--- config.mk ---
export PLATFORM = sky130hd
export DESIGN_NAME = sumador_acc_hs
export DESIGN_NICKNAME = d
export VERILOG_FILES = /design/src/rtl/sumador_pkg.sv /design/src/rtl/sat_addsub.sv /design/src/rtl/sumador_acc_hs.sv
export SDC_FILE = /design/constraint.sdc
export NUM_CORES = 1
export LEC_CHECK = 0
export ABC_AREA = 0
export CORE_MARGIN = 2
export CORE_UTILIZATION = 45
export CTS_CLUSTER_SIZE = 28
export DETAILED_ROUTE_END_ITERATION = 10
export PLACE_DENSITY_LB_ADDON = 0.25
export SLEW_MARGIN = 25
export SYNTH_ARGS = -nofsm -noshare
export SYNTH_HDL_FRONTEND = slang
export SYNTH_HIERARCHICAL = 1
export SYNTH_SLANG_ARGS = --single-unit
export TNS_END_PERCENT = 100
--- constraint.sdc ---
create_clock -name clk -period 5.9 [get_ports clk]
set_input_delay 1.18 -clock clk [delete_from_list [all_inputs] [get_ports clk]]
set_output_delay 1.18 -clock clk [all_outputs]
set_load 0.1 [all_outputs]
--- src/rtl/sumador_pkg.sv ---
// rtl/sumador_pkg.sv - shared opcode encodings for the adder/accumulator block
package sumador_pkg;

  localparam logic [1:0] OP_ADD = 2'd0;
  localparam logic [1:0] OP_SUB = 2'd1;
  localparam logic [1:0] OP_ACC = 2'd2;
  localparam logic [1:0] OP_CLR = 2'd3;

  // ACC takes the running accumulator as its first operand instead of a
  function automatic logic uses_acc(input logic [1:0] op);
    return op == OP_ACC;
  endfunction

endpackage

--- src/rtl/sat_addsub.sv ---
// rtl/sat_addsub.sv - combinational WIDTH-bit add/subtract with optional clamping
module sat_addsub #(
  parameter int WIDTH = 4,
  parameter int SAT   = 0
) (
  input  logic [WIDTH-1:0] x,
  input  logic [WIDTH-1:0] y,
  input  logic             sub,
  output logic [WIDTH-1:0] res,
  output logic             carry
);

  logic [WIDTH:0] raw;

  // widen by one bit so bit WIDTH is the carry (add) or borrow (sub); clamp only when asked
  always_comb begin
    raw   = sub ? ({1'b0, x} - {1'b0, y}) : ({1'b0, x} + {1'b0, y});
    carry = raw[WIDTH];
    res   = raw[WIDTH-1:0];
    if (SAT != 0 && raw[WIDTH]) begin
      res = sub ? '0 : '1;
    end
  end

endmodule

--- src/rtl/sumador_acc_hs.sv ---
// rtl/sumador_acc_hs.sv - registered add/sub/accumulate unit with valid/ready handshakes
module sumador_acc_hs
  import sumador_pkg::*;
#(
  parameter int WIDTH = 4,
  parameter int SAT   = 0
) (
  input  logic             clk,
  input  logic             rst,
  input  logic             enb,
  input  logic             in_valid,
  output logic             in_ready,
  input  logic [1:0]       op,
  input  logic [WIDTH-1:0] a,
  input  logic [WIDTH-1:0] b,
  output logic             out_valid,
  input  logic             out_ready,
  output logic [WIDTH-1:0] c,
  output logic             carry,
  output logic             ovf_sticky
);

  logic [WIDTH-1:0] acc;
  logic [WIDTH-1:0] x_opnd;
  logic [WIDTH-1:0] y_opnd;
  logic [WIDTH-1:0] res;
  logic             res_carry;
  logic             accept;

  // the output slot frees in the same cycle it drains, so a full stream has no bubble
  assign in_ready = enb & (~out_valid | out_ready);
  assign accept   = in_valid & in_ready;

  // ACC reuses the single adder with the accumulator as the left operand
  assign x_opnd = uses_acc(op) ? acc : a;
  assign y_opnd = uses_acc(op) ? a : b;

  sat_addsub #(
    .WIDTH (WIDTH),
    .SAT   (SAT)
  ) u_addsub (
    .x     (x_opnd),
    .y     (y_opnd),
    .sub   (op == OP_SUB),
    .res   (res),
    .carry (res_carry)
  );

  // output register, accumulator and sticky flag; everything holds while stalled
  always_ff @(posedge clk) begin
    if (rst) begin
      out_valid  <= 1'b0;
      c          <= '0;
      carry      <= 1'b0;
      ovf_sticky <= 1'b0;
      acc        <= '0;
    end else if (accept) begin
      out_valid <= 1'b1;
      if (op == OP_CLR) begin
        c          <= '0;
        carry      <= 1'b0;
        ovf_sticky <= 1'b0;
        acc        <= '0;
      end else begin
        c     <= res;
        carry <= res_carry;
        if (res_carry) begin
          ovf_sticky <= 1'b1;
        end
        if (op == OP_ACC) begin
          acc <= res;
        end
      end
    end else if (out_ready) begin
      out_valid <= 1'b0;
    end
  end

endmodule

==> impl_metrics.csv, run 1 <==
group,metric,value,unit
status,status,"finished, final reports clean",
logic_synthesis,synth_area_per_cell,8.30,um^2
critical_path,arrival,3480,ps
min_path,hold_class,"flop to flop",
power,p_leak,0.412,nW
floorplanning,die_width,46.9,um
floorplanning,start_util,48.0,%
logic_synthesis,syn_nets,121,
detailed_routing,via_per_inst,5.48,
sta,tns,0,ps
floorplanning,die_h,46.9,um
detailed_routing,num_vias,794,
clock_network,cts_made_buffers,3,
sta,skew,0.938,ps
place,dp_hpwl,1.48,mm
critical_path,cp-start-kind,"input port",
floorplanning,core,0.00173,mm^2
min_path,hold_path_end,"c[2]$_SDFFE_PP0P_",
flow_run,max_cap_viol_count,0,
clock_network,postCtsSetupBuffers,0,
cells_and_area,final_layout_size_suffix_gt1_share,9.17,%
grt,antenna_found_initial,0,
critical_path,cp-end-kind,"output pin",
logic_synthesis,synth_cell_types,33,
clock_network,clockBufferDepth,2,
clock_network,clock-root-buffer,"clkbuf_4",
sta,timing.final.crit_period,4660,ps
clock_network,clk_latency,270,ps
critical_path,regToRegSetupSlack,3910,ps
detailed_routing,drc,0,
sta,setup_viol,0,
cells_and_area,final_cell_mix,"clkdlybuf4s50_1, dfxtp_1, o21ai_0",
clock_network,clkTransAtPathRegs,60,ps
power,p_total,0.000244,W
detailed_routing,drtPass1Iterations,4,
cells_and_area,fin_nets,142,
critical_path,r2r-start,"acc[0]$_SDFFE_PP0P_",
logic_synthesis,netlist_instances,100,
detailed_routing,wl_per_cell,13.2,um
grt,grt_max_degree,16,
sta,slew_headroom,35.5,%
sta,finalCritPeriodShare,78.9,%
critical_path,cp_data_required_time,4720,ps
logic_synthesis,synth_warnings,6,
cells_and_area,layout.cells.most_common,"clkdlybuf4s50_1",
sta,rsz0062_at_grt,"false",
clock_network,h-tree-depth,1,
logic_synthesis,syn-cell-area,830,um^2
detailed_routing,drtIter0Drc,17,
critical_path,reg2reg_to,"ovf_sticky$_SDFFE_PP0P_",
grt,grt_pass1_vias,746,
clock_network,cts-resized-gates,0,
place,port_buffers,22,
logic_synthesis,ys_seq_area_share,26.5,%
critical_path,path_class,"input port to output pin",
power,p_per_area,230,mW/mm^2
clock_network,cts_tree,"yes",
grt,track_usage,20.1,%
floorplanning,die_area,0.00220,mm^2
critical_path,critPathMaxFanout,12,
detailed_routing,ant_nets,0,
grt,grt_pass1_wl,3.14,mm
logic_synthesis,synth-seq-cells,11,
sta,slew_violations,0,
place,globalplace.congestion,0.869,
detailed_routing,drt-total-wl,1.91,mm
power,peakVddDrop,163,uV
sta,max_slew.worst_pin.slew,964,ps
clock_network,clock-sinks,11,
critical_path,reg2reg_depth,11,
floorplanning,row_count,15,
floorplanning,top_level_ports,23,
sta,fmax,215,MHz
min_path,hold_depth,2,
cells_and_area,areaGrowthSynthToFinish,28.2,%
grt,grt-ovfl-total,0,
sta,hold_viol,0,
clock_network,hold_buffers,0,
min_path,hold_start,"c[2]$_SDFFE_PP0P_",
cells_and_area,antenna_cells,0,
power breakdown:
part           leakage (nW)  internal, W  switching, W
sequential           0.0895    0.0000790    0.00000198
combinational         0.307    0.0000418     0.0000699
clock                0.0150    0.0000263     0.0000251
total                 0.412     0.000147     0.0000970
sequential cells by signal, summed over array words and instances (netlist names):
register,flops
acc,4
c,4
carry,1
out_valid,1
ovf_sticky,1
cells in the mapped netlist:
cell | instances | share of area, %
clkbuf_2 | 1 | 0.60
a21oi_1 | 8 | 4.8
mux2_2 | 4 | 5.4
and2_4 | 1 | 1.1
buf_2 | 1 | 0.60
and2_1 | 1 | 0.75
dfxtp_1 | 11 | 27
a31o_1 | 3 | 3.2
nor2b_1 | 1 | 0.75
and2_0 | 1 | 0.75
buf_6 | 2 | 2.7
nand2b_4 | 1 | 1.7
xor2_1 | 3 | 3.2
buf_4 | 1 | 0.91
xnor2_1 | 2 | 2.1
a21oi_2 | 1 | 1.1
inv_1 | 9 | 4.1
a311oi_1 | 4 | 4.2
nor3b_1 | 3 | 2.7
clkbuf_1 | 1 | 0.45
and2b_2 | 1 | 1.1
a21o_1 | 1 | 0.91
nor3_1 | 3 | 1.8
o21ai_0 | 10 | 6.0
nand2b_1 | 1 | 0.75
nand4_1 | 5 | 3.8
a31oi_1 | 1 | 0.75
mux2i_1 | 1 | 1.2
nor2_1 | 4 | 1.8
a41o_1 | 1 | 1.2
ha_1 | 5 | 7.5
nand2_1 | 7 | 3.2
fa_1 | 1 | 2.4
metal layers:
| layer | vias up | routed length (um) | track usage (%) |
|---|---|---|---|
| li1 | 400 | - | - |
| met1 | 362 | 843 | 25.7 |
| met2 | 25 | 881 | 31.8 |
| met3 | 7 | 132 | 3.46 |
| met4 | 0 | 53 | 11.7 |
| met5 | - | 0 | 0 |
worst max-delay path: stages:
cell and delay (ps):
clkdlybuf4s50_1 470, nand2b_1 370, and2_1 290, clkdlybuf4s50_1 1160
worst max-delay path by stage:
stage | startpoint | end | slack (ps) | depth (start not counted)
after CTS | out_ready | in_ready | 1270 | 4
final | out_ready | in_ready | 1240 | 4
after detailed placement | out_ready | in_ready | 1280 | 4
after global placement | out_ready | in_ready | 1350 | 4
after floorplan | out_ready | in_ready | 2370 | 3
after global routing | out_ready | in_ready | 1180 | 4
cell type report:
class | instances | area (um^2)
multi-input combinational | 74 | 532
clock buffer | 4 | 26.3
inverter | 9 | 33.8
fill | 167 | 663
sequential | 11 | 220
tap | 25 | 31.3
timing repair buffer | 22 | 220
through the flow:
stage / worst slack [ps] / instance area [um^2] / utilization [%] / instances / hold slack, ps
finish: 1240 / 1060 / 61.6 / 145 / 478
detailed placement: 1280 / 1040 / 60.1 / 141 / 473
global placement: 1350 / 1040 / 60.1 / 141 / 461
CTS: 1270 / 1060 / 61.6 / 145 / 483
floorplan: 2370 / 830 / - / 100 / 580
global route: 1180 / 1060 / 61.6 / 145 / 521
cells by family after synthesis:
| family | count (synthesis) | synth area share (%) |
|---|---|---|
| buf+inv | 15 | 9.35 |
| flops | 11 | 26.5 |
| fa+ha+maj | 6 | 9.95 |
| simple gates | 29 | 20.1 |
| compound gates | 29 | 22.2 |
| mux | 5 | 6.64 |
| xor+xnor | 5 | 5.28 |
Power figures use the tool's default switching activity.
==> inputs of run 2 (changes only) <==
- CORE_UTILIZATION: 45 -> 42
- clock period: 5.9 -> 3.9 ns (I/O delays scaled with it)
==> impl_metrics.csv, run 2 (synthesis gave the netlist of run 1 again) <==
group,metric,value,unit
critical_path,cpLargestDelayFamily,"buffers and inverters",
sta,slew_headroom,35.4,%
critical_path,crit_chain,"clkdlybuf4s50_1, nand2b_4, mux2_2, inv_1, ha_1, nor2_1, xnor2_1, ha_1, a21oi_1, o21ai_0, xor2_1, nor3b_1, a31o_1",
floorplanning,start_util,43.6,%
sta,timing.final.crit_period,3270,ps
cells_and_area,final_cell_mix,"clkdlybuf4s50_1, dfxtp_1, o21ai_0",
critical_path,cp-end-kind,"flop",
detailed_routing,drt-total-wl,1.87,mm
floorplanning,die_h,48.4,um
clock_network,hold_buffers,0,
power,p_leak,0.417,nW
detailed_routing,via_per_inst,5.20,
sta,finalCritPeriodShare,83.7,%
detailed_routing,drtPass1Iterations,4,
clock_network,postCtsSetupBuffers,0,
sta,max_slew.worst_pin.slew,967,ps
clock_network,clock-root-buffer,"clkbuf_4",
cells_and_area,layout.cells.most_common,"clkdlybuf4s50_1",
cells_and_area,final_layout_size_suffix_gt1_share,10.7,%
floorplanning,top_level_ports,23,
clock_network,cts-resized-gates,0,
detailed_routing,ant_nets,0,
clock_network,h-tree-depth,1,
detailed_routing,wl_per_cell,12.6,um
detailed_routing,num_vias,769,
critical_path,cp_data_required_time,4070,ps
clock_network,cts_tree,"yes",
critical_path,arrival,3440,ps
floorplanning,die_width,48.4,um
clock_network,clockBufferDepth,2,
grt,grt_pass1_wl,3.34,mm
flow_run,max_cap_viol_count,0,
cells_and_area,areaGrowthSynthToFinish,29.1,%
place,port_buffers,22,
cells_and_area,multiInputGateArea,532,um^2
sta,rsz0062_at_grt,"false",
cells_and_area,area.sequential,220,um^2
cells_and_area,reg_top3,"acc (4), c (4)",
sta,skew,0.577,ps
clock_network,clkTransAtPathRegs,70,ps
clock_network,clock-sinks,11,
critical_path,path_class,"input port to flop",
floorplanning,row_count,16,
power,p_per_area,345,mW/mm^2
critical_path,slowest_stage,"clkdlybuf4s50_1",
place,globalplace.congestion,0.764,
floorplanning,core,0.00190,mm^2
cells_and_area,antenna_cells,0,
place,dp_hpwl,1.49,mm
detailed_routing,drc,0,
place,placedInstanceArea,0.00104,mm^2
critical_path,crit_path_max_incr_delay,510,ps
grt,grt_max_degree,16,
sta,hold_viol,0,
min_path,hold_class,"flop to flop",
critical_path,critPathMaxFanout,12,
grt,antenna_found_initial,0,
floorplanning,die_area,0.00235,mm^2
grt,grt-ovfl-total,0,
detailed_routing,drtIter0Drc,11,
critical_path,cp-start-kind,"input port",
power,peakVddDrop,278,uV
cells_and_area,final_core_util,56.3,%
sta,setup_viol,0,
status,status,"finished, final reports clean",
critical_path,path_common_cell,"ha_1",
clock_network,clk_latency,270,ps
grt,grt_pass1_vias,781,
sta,slew_violations,0,
cells_and_area,stdcell_area,0.00107,mm^2
sta,tns,0,ps
clock_network,cts_made_buffers,3,
sta,fmax,306,MHz
grt,track_usage,17.8,%
cells_and_area,fin_nets,143,
cells_and_area,num-fill-cells,179,
critical_path,path_buf_inv,2,
==> run 2: changes by cell type in the layout (fill, tap and decap cells not counted), sizes merged <==
| cell | delta |
|---|---|
| buf | +2 |
| clkdlybuf4s50 | -1 |
==> run 2: metal layers <==
layer  vias to the layer above  GRT usage (%)  wire length (um)
li1                        398              -                 -
met1                       345           20.3               836
met2                        22           31.0               862
met3                         4           6.48               146
met4                         0           5.71                26
met5                         -              0                 0
==> run 2: final timing paths <==
check | slack [ps] | cells after the start | endpoint | from
worst max-delay path | 630 | 13 | acc[3]$_SDFFE_PP0P_ | op[0]
worst min-delay path | 480 | 2 | carry$_SDFFE_PP0P_ | carry$_SDFFE_PP0P_
worst max register to register | 1960 | 11 | carry$_SDFFE_PP0P_ | acc[0]$_SDFFE_PP0P_
worst min register to register | 480 | 2 | carry$_SDFFE_PP0P_ | carry$_SDFFE_PP0P_
==> run 2: layout make-up <==
class | instances | share of cell area, %
Tap cell | 27 | 3.15
Clock buffer | 4 | 2.45
Multi-Input combinational cell | 74 | 49.6
Inverter | 9 | 3.15
Sequential cell | 11 | 20.6
Timing Repair Buffer | 23 | 21.0
==> run 2: worst register-to-register path: stages, from the launching register on <==
cell,delay (ps)
dfxtp_1,300
inv_1,60
o21ai_0,80
inv_1,60
ha_1,150
inv_1,50
fa_1,390
a21o_1,180
a21oi_2,140
xor2_1,190
nand4_1,110
a21oi_1,150
==> run 2: stage by stage <==
| step | std cells | setup slack, ps | power, W | hold slack, ps |
|---|---|---|---|---|
| after floorplan | 100 | 1030 | 0.000250 | 580 |
| after global routing | 148 | 464 | 0.000392 | 499 |
| after CTS | 148 | 635 | 0.000371 | 476 |
| after detailed placement | 144 | 352 | 0.000293 | 467 |
| after global placement | 144 | 403 | 0.000292 | 461 |
| final | 148 | 634 | 0.000370 | 476 |
==> run 2: power breakdown <==
| part | internal, W | total, W | leakage [nW] | switching, W |
|---|---|---|---|---|
| clock network | 0.0000397 | 0.0000786 | 0.0150 | 0.0000389 |
| registers | 0.000120 | 0.000123 | 0.0895 | 0.00000309 |
| logic | 0.0000637 | 0.000169 | 0.313 | 0.000105 |
| total | 0.000223 | 0.000370 | 0.417 | 0.000147 |
==> inputs of run 3 (changes only) <==
- clock period: 3.9 -> 3 ns (I/O delays scaled with it)
==> impl_metrics.csv, run 3 (synthesis gave the netlist of run 1 again) <==
group,metric,value,unit
status,status,"finished, final reports clean",
floorplanning,row_count,16,
cells_and_area,num-fill-cells,182,
cells_and_area,final_layout_size_suffix_gt1_share,24.8,%
floorplanning,top_level_ports,23,
grt,grt_pass1_vias,821,
sta,rsz0062_at_grt,"false",
detailed_routing,drc,0,
clock_network,clk_latency,280,ps
critical_path,slowest_stage,"clkdlybuf4s50_1",
place,dp_hpwl,1.59,mm
place,place_inst,151,
place,globalplace.congestion,0.872,
sta,fmax,367,MHz
sta,finalCritPeriodShare,90.8,%
place,dp_slack,-233,ps
clock_network,cts_tree,"yes",
clock_network,clock-root-buffer,"clkbuf_4",
critical_path,path_buf_inv,2,
floorplanning,die_h,48.4,um
grt,grt-ovfl-total,0,
power,peakVddDrop,318,uV
floorplanning,core,0.00190,mm^2
power,p_leak,0.502,nW
grt,antenna_found_initial,0,
cells_and_area,areaGrowthSynthToFinish,39.5,%
clock_network,hold_buffers,0,
floorplanning,die_width,48.4,um
critical_path,cp_data_required_time,3180,ps
sta,slew_headroom,64.9,%
floorplanning,die_area,0.00235,mm^2
detailed_routing,drtPass1Iterations,4,
critical_path,path_class,"input port to flop",
detailed_routing,drt-total-wl,2.04,mm
critical_path,critPathMaxFanout,2,
critical_path,crit_chain,"clkdlybuf4s50_1, mux2_4, inv_1, ha_2, mux2i_1, ha_1, nand2_1, o21ai_0, xor2_1, nor3b_2, a31o_1",
cells_and_area,final_cell_mix,"buf_4, clkdlybuf4s50_1, dfxtp_1",
grt,grt_pass1_wl,3.69,mm
detailed_routing,ant_nets,0,
floorplanning,start_util,43.6,%
clock_network,clock-sinks,11,
clock_network,clkTransAtPathRegs,70,ps
power,p_per_area,442,mW/mm^2
sta,slew_violations,0,
critical_path,cp-start-kind,"input port",
cells_and_area,area.sequential,220,um^2
cells_and_area,reg_top3,"acc (4), c (4)",
flow_run,max_cap_viol_count,0,
power,p_total,0.000512,W
clock_network,clockBufferDepth,2,
detailed_routing,wl_per_cell,13.1,um
grt,track_usage,20.2,%
cells_and_area,fin_nets,151,
critical_path,crit_path_max_incr_delay,430,ps
sta,hold_viol,0,
detailed_routing,drtIter0Drc,7,
cells_and_area,final_cells,156,
clock_network,cts_made_buffers,3,
min_path,hold_class,"flop to flop",
sta,setup_ws,275,ps
sta,max_slew.worst_pin.slew,524,ps
critical_path,cp-end-kind,"flop",
clock_network,h-tree-depth,1,
critical_path,cpLargestDelayFamily,"adder cells",
detailed_routing,via_per_inst,5.25,
critical_path,arrival,2900,ps
cells_and_area,multiInputGateArea,554,um^2
place,port_buffers,22,
sta,setup_viol,0,
sta,timing.final.crit_period,2720,ps
detailed_routing,num_vias,819,
sta,skew,2.57,ps
cells_and_area,layout.cells.most_common,"buf_4",
grt,grt_max_degree,16,
cells_and_area,antenna_cells,0,
run 3: cell count changes in the layout (fill, tap and decap cells not counted), sizes merged:
cell,before,now
buf,2,17
clkdlybuf4s50,21,12
dlymetal6s2s,0,2
run 3: tightest hold or removal path, cell delays in order (launching register included):
cell and delay, ps:
dfxtp_1 310, o21ai_0 60, a21oi_1 60
run 3: final cells by class:
class,instances,share of cell area [%]
clock buffers,4,2.27
inverters,9,2.92
multi-input cells,74,47.9
flip-flops and latches,11,19.0
well taps,27,2.92
repair buffers,31,25.0
run 3: metal layers:
layer	wire (um)	global-route usage, %	part of all wire [%]
met5	0	0	0
met4	38	11.0	1.9
met3	121	6.79	5.9
met2	962	32.2	47
met1	921	24.2	45
run 3: repair_timing:
action,in CTS,in global routing
buffers inserted,0,1
setup endpoints to repair,0,4
gates resized for setup,0,9
run 3: path summary, 6_finish.rpt:
kind | start | endpoint | slack [ps] | cells after the start
max | a[0] | acc[3]$_SDFFE_PP0P_ | 280 | 11
min | c[1]$_SDFFE_PP0P_ | c[1]$_SDFFE_PP0P_ | 480 | 2
max reg2reg | acc[0]$_SDFFE_PP0P_ | ovf_sticky$_SDFFE_PP0P_ | 1070 | 11
min reg2reg | c[1]$_SDFFE_PP0P_ | c[1]$_SDFFE_PP0P_ | 480 | 2
run 3: per-stage QoR:
step | setup TNS [ps] | hold slack [ps] | instance area, um^2 | util (%)
after floorplan | 0 | 580 | 830 | -
after global placement | -714 | 462 | 1090 | 57.4
after detailed placement | -838 | 468 | 1090 | 57.4
after CTS | 0 | 484 | 1120 | 58.8
after global routing | 0 | 499 | 1160 | 60.9
final | 0 | 479 | 1160 | 60.9
run 3: power breakdown:
group	leakage, nW	internal, W	switching, W	total (W)
sequential	0.0895	0.000155	0.00000391	0.000159
combinational	0.397	0.000101	0.000145	0.000246
clock	0.0150	0.0000517	0.0000548	0.000106
total	0.502	0.000308	0.000204	0.000512
